File: src/rtl/tag_release_queue.sv
// Circular queue between retire and the free list's single-tag write port.
// Takes up to two freed tags per cycle, drops null tags, and drains one tag per cycle.

module tag_release_slot #(
  parameter int              TAG_W  = 8,
  parameter logic [TAG_W-1:0] NO_TAG = TAG_W'(8'hFF)
) (
  input  logic             valid,
  input  logic [TAG_W-1:0] tag,
  output logic             keep
);
  assign keep = valid && (tag != NO_TAG);
endmodule

module tag_release_queue #(
  parameter int               DEPTH  = 16,
  parameter int               TAG_W  = 8,
  parameter logic [TAG_W-1:0] NO_TAG = TAG_W'(8'hFF)
) (
  input  logic                       clk,
  input  logic                       reset,
  input  logic                       release_valid_0,
  input  logic [TAG_W-1:0]           release_tag_0,
  input  logic                       release_valid_1,
  input  logic [TAG_W-1:0]           release_tag_1,
  output logic                       release_ready,
  input  logic                       drain_enable,
  output logic                       write_tag,
  output logic [TAG_W-1:0]           write_tag_source,
  output logic [$clog2(DEPTH+1)-1:0] pending_count,
  output logic                       overflow
);
  localparam int NUM_SLOTS = 2;
  localparam int PW = $clog2(DEPTH);
  localparam int CW = $clog2(DEPTH+1);
  localparam logic [CW-1:0] DEPTH_C = CW'(DEPTH);

  logic [NUM_SLOTS-1:0][TAG_W-1:0] rel_tag;
  logic [NUM_SLOTS-1:0]            rel_vld;
  logic [NUM_SLOTS-1:0]            keep;

  assign rel_tag = {release_tag_1, release_tag_0};
  assign rel_vld = {release_valid_1, release_valid_0};

  for (genvar g = 0; g < NUM_SLOTS; g++) begin : g_slot
    tag_release_slot #(.TAG_W(TAG_W), .NO_TAG(NO_TAG)) u_slot (
      .valid (rel_vld[g]),
      .tag   (rel_tag[g]),
      .keep  (keep[g])
    );
  end

  logic [TAG_W-1:0] mem [DEPTH];
  logic [PW-1:0]    head, tail;
  logic [CW-1:0]    count, free, count_nxt;

  logic             wr0_en, wr1_en, drop, pop;
  logic [TAG_W-1:0] wr0_tag;
  logic [1:0]       n_acc;

  assign free          = DEPTH_C - count;
  assign release_ready = free >= CW'(2);
  assign pending_count = count;
  assign pop           = (count != '0) && drain_enable;

  // Accepted pushes are compacted so the first kept tag always lands at tail.
  // Space is judged against count at the start of the cycle, ignoring this cycle's pop.
  always_comb begin
    wr0_en  = 1'b0;
    wr1_en  = 1'b0;
    wr0_tag = rel_tag[0];
    drop    = 1'b0;
    n_acc   = 2'd0;
    case (keep)
      2'b11: begin
        if (free >= CW'(2)) begin
          wr0_en = 1'b1;
          wr1_en = 1'b1;
          n_acc  = 2'd2;
        end else if (free == CW'(1)) begin
          wr0_en = 1'b1;
          n_acc  = 2'd1;
          drop   = 1'b1;
        end else begin
          drop   = 1'b1;
        end
      end
      2'b01, 2'b10: begin
        wr0_tag = keep[0] ? rel_tag[0] : rel_tag[1];
        if (free != '0) begin
          wr0_en = 1'b1;
          n_acc  = 2'd1;
        end else begin
          drop   = 1'b1;
        end
      end
      default: ;
    endcase
    count_nxt = count + CW'(n_acc) - CW'(pop);
  end

  always_ff @(posedge clk) begin
    if (wr0_en) mem[tail]           <= wr0_tag;
    if (wr1_en) mem[tail + PW'(1)]  <= rel_tag[1];
  end

  always_ff @(posedge clk or negedge reset) begin
    if (!reset) begin
      head             <= '0;
      tail             <= '0;
      count            <= '0;
      write_tag        <= 1'b0;
      write_tag_source <= '0;
      overflow         <= 1'b0;
    end else begin
      tail      <= tail + PW'(n_acc);
      count     <= count_nxt;
      write_tag <= pop;
      if (pop) begin
        write_tag_source <= mem[head];
        head             <= head + PW'(1);
      end
      if (drop) overflow <= 1'b1;
    end
  end

`ifndef SYNTHESIS
  always @(posedge clk) begin
    if (reset) begin
      assert (count <= DEPTH_C);
      assert (!(pop && count == '0));
    end
  end
`endif

endmodule
File: config.mk
export PLATFORM = sky130hd
export DESIGN_NAME = tag_release_queue
export DESIGN_NICKNAME = d
export VERILOG_FILES = /design/src/rtl/tag_release_queue.sv
export SDC_FILE = /design/constraint.sdc
export NUM_CORES = 1
export LEC_CHECK = 0
export ABC_AREA = 0
export CAP_MARGIN = 20
export CORE_MARGIN = 5
export CORE_UTILIZATION = 40
export DETAILED_ROUTE_END_ITERATION = 16
export PLACE_DENSITY_LB_ADDON = 0.08
export REMOVE_ABC_BUFFERS = 1
export SLEW_MARGIN = 20
export SYNTH_ARGS = -nofsm -noshare
export SYNTH_HDL_FRONTEND = slang
export SYNTH_HIERARCHICAL = 1
export SYNTH_SLANG_ARGS = --single-unit
File: constraint.sdc
create_clock -name clk -period 3.2 [get_ports clk]
set_input_delay 0.48 -clock clk [delete_from_list [all_inputs] [get_ports clk]]
set_output_delay 0.48 -clock clk [all_outputs]
set_load 0.01 [all_outputs]
==> results.cfg <==
[clock_network]
cts_root_buf = clkbuf_16
clk_path_buf_depth = 2
clkTransAtPathRegs_ps = 70
htree_num_levels = 4
tritoncts = done
cts_buffers = 17
cts_sinks = 151
insertion_delay_ps = 430

[drt]
drc = 0
routed-wl-met3_um = 966
drtIter0Drc = 330
vias_per_cell = 5.56
post_drt_wl_per_cell_um = 24.5
drt-met1-wl_um = 10800
wl_met2_um = 11600
top_layer = met4
postRouteWirelength_um = 24100
ant_nets = 0
via_count = 5470
first_pass_iters = 5

[sta]
fin_crit_sh = 1.08
drv_slew = 0
setup_violations = 4
fin_ws_ps = -245
rsz0062_at_grt = true
skew_ps = 9.89
final-hold-violation-count = 0
tns_ps = -574
period_needed_ps = 3440
hold-worst-slack_ps = 498
relSlewSlack = 0.486
worstMarginPinSlew_ps = 769
max_freq_mhz = 290

[yosys]
synth_compound_area_frac = 0.0668
ys.warnings.count = 6
yosys.area.top_type = edfxtp_1
synth_cells = 612
yosys-top-cells-area = edfxtp_1 46%, mux2_2 9.7%, mux2_1 8.6%, mux2i_1 7.7%, dfrtp_1 6.9%
synth_top_family_by_area = multiplexers
yosysTopAreaCellShare = 0.461
synth_flop_cell = edfxtp_1
synth_xor_area_frac = 0.00945
synthTopCellsByCount = 128 x edfxtp_1, 72 x mux2_2, 64 x mux2_1, 64 x mux2i_1, 35 x clkbuf_1
synth_area_um2 = 8340
ys_seq_elements = 151
async_flop_share = 0.152
muxShareOfSynthArea = 0.261
synth_fa_ha_area_frac = 0.0303
synth.most_common_cell = edfxtp_1
synth_edf_count = 128
synth_seq_area_share = 0.530
synthSimpleGateAreaFrac = 0.0735
synth_cell_types = 51
avgSynthCellArea_um2 = 13.6

[critical_path]
crit_chain = inv_2, ha_4, and2_4, ha_4, or4b_4, a21oi_4, or2_4, a31oi_4, or2_1, ha_1, inv_1, ha_2, inv_2, fa_2, inv_1, a21oi_1, nor2_1, nor2_1, xnor2_1
crit_type = flip-flop to flip-flop
path_max_fanout = 2
crit_family = adder cells
crit_path_top_delay_cell = or4b_4
crit_path_max_incr_delay_ps = 470
arrival_ps = 3760
crit_buf_inv = 4
start_kind = flip-flop
rrSetupSlack_ps = -240
end_kind = flip-flop
cp.required_ps = 3510

[floorplan]
die_height_um = 154
start_util = 0.409
fp.dieW_um = 154
die_area_um2 = 23800
core_region_area_um2 = 20400
io_pins = 37
rows = 52

[placed_design]
hpwlAfterDp_um = 16900
gp_congestion = 0.841
numPortBuffers = 36

[power_and_ir_drop]
power-per-cell-area_nw_per_um2 = 804
p_leak_nw = 3.75
ir_drop_v = 0.000506
design_power_total_mw = 8.19

[layout]
syn_to_final_growth_pct = 22.1
nets = 741
n_antenna_cell = 0
drive_above_1_share = 0.315

[outcome]
status = complete, but fails checks
violations = negative setup slack

[global_route]
track_usage = 0.206
grt_overflow = 0
grt_max_degree = 32
antenna_found_initial = 1
grt_pass1_vias = 5708
grt_pass1_wl_um = 36500

[hold_path]
hold_class = flip-flop to flip-flop

[flow_run]
drv_cap = 0
path summary, 6_finish.rpt:
check,from,end,cells past startpoint
max,pending_count[1]$_DFF_PN0_,pending_count[4]$_DFF_PN0_,19
min,overflow$_DFFE_PN0P_,overflow$_DFFE_PN0P_,1
max reg2reg,pending_count[1]$_DFF_PN0_,pending_count[4]$_DFF_PN0_,19
min reg2reg,overflow$_DFFE_PN0P_,overflow$_DFFE_PN0P_,1
max in group asynchronous,reset,write_tag_source[4]$_DFFE_PN0P_,2
min in group asynchronous,reset,pending_count[0]$_DFF_PN0_,1
sequential cells by signal, summed over array words and instances, names as in the netlist:
register,count
write_tag,1
mem,128
tail,4
overflow,1
head,4
write_tag_source,8
pending_count,5
layout make-up:
class | count | area [µm²]
Timing Repair Buffer | 114 | 1060
Inverter | 17 | 66.3
Fill cell | 1759 | 10200
Multi-Input combinational cell | 400 | 3740
Clock inverter | 15 | 135
Clock buffer | 17 | 425
Tap cell | 270 | 338
Sequential cell | 151 | 4420
power breakdown:
part	internal, mW	total [mW]	switching, mW
sequential	2.61	2.93	0.316
clock	1.02	1.91	0.888
combinational	1.52	3.35	1.83
total	5.15	8.19	3.04
kinds of logic after synthesis:
| logic type | count (synthesis) |
|---|---|
| buf+inv | 61 |
| flops | 151 |
| xor+xnor | 9 |
| fa+ha+maj | 19 |
| mux | 200 |
| simple gates | 90 |
| compound gates | 82 |
per-layer routing:
metal / vias up / global-route usage
li1: 2505 / -
met1: 2791 / 0.279
met2: 139 / 0.337
met3: 35 / 0.0344
met4: 0 / 0.0728
met5: - / 0
metrics by stage:
stage,setup WS (ps),std cells,utilization,cell area (µm²)
final,-245,984,0.500,10200
after floorplan,-392,568,-,8160
after global placement,-456,946,0.466,9490
after detailed placement,-492,946,0.466,9490
after global routing,-407,984,0.500,10200
after CTS,-245,980,0.497,10100
timing repair:
item	4_1_cts	5_1_grt
setup buffers	2	4
gates resized for setup	18	6
hold buffers	0	0
pin swaps	0	3
cloned	0	0
endpoints found under the setup margin	29	5
placed cells by master (no fill, tap or decap), types with 4 or more instances in the layout:
| cell | n |
|---|---|
| nor2b_1 | 5 |
| mux2i_1 | 64 |
| clkdlybuf4s50_1 | 35 |
| inv_6 | 6 |
| clkinv_4 | 4 |
| o21ai_1 | 13 |
| nand3_4 | 8 |
| a21oi_1 | 17 |
| mux2_2 | 72 |
| buf_12 | 9 |
| clkbuf_16 | 17 |
| edfxtp_1 | 128 |
| nand4_1 | 5 |
| and2_1 | 4 |
| xnor2_1 | 7 |
| o21ai_0 | 12 |
| buf_4 | 68 |
| nand2_1 | 26 |
| nand3_2 | 7 |
| nand3_1 | 9 |
| dfrtp_1 | 22 |
| a32oi_1 | 8 |
| nor2_1 | 9 |
| mux2_1 | 64 |
| inv_1 | 12 |
| a22oi_1 | 17 |
| inv_2 | 4 |
| ha_1 | 13 |
worst reg2reg max path, cell delays in order, from the launching register on:
cell,delay [ps]
dfrtp_1,400
inv_2,70
ha_4,160
and2_4,140
ha_4,260
or4b_4,470
a21oi_4,140
or2_4,150
a31oi_4,80
or2_1,220
ha_1,270
inv_1,60
ha_2,170
inv_2,40
fa_2,330
inv_1,60
a21oi_1,60
nor2_1,90
nor2_1,60
xnor2_1,110
Note: power is estimated with default switching activity, not from simulation.
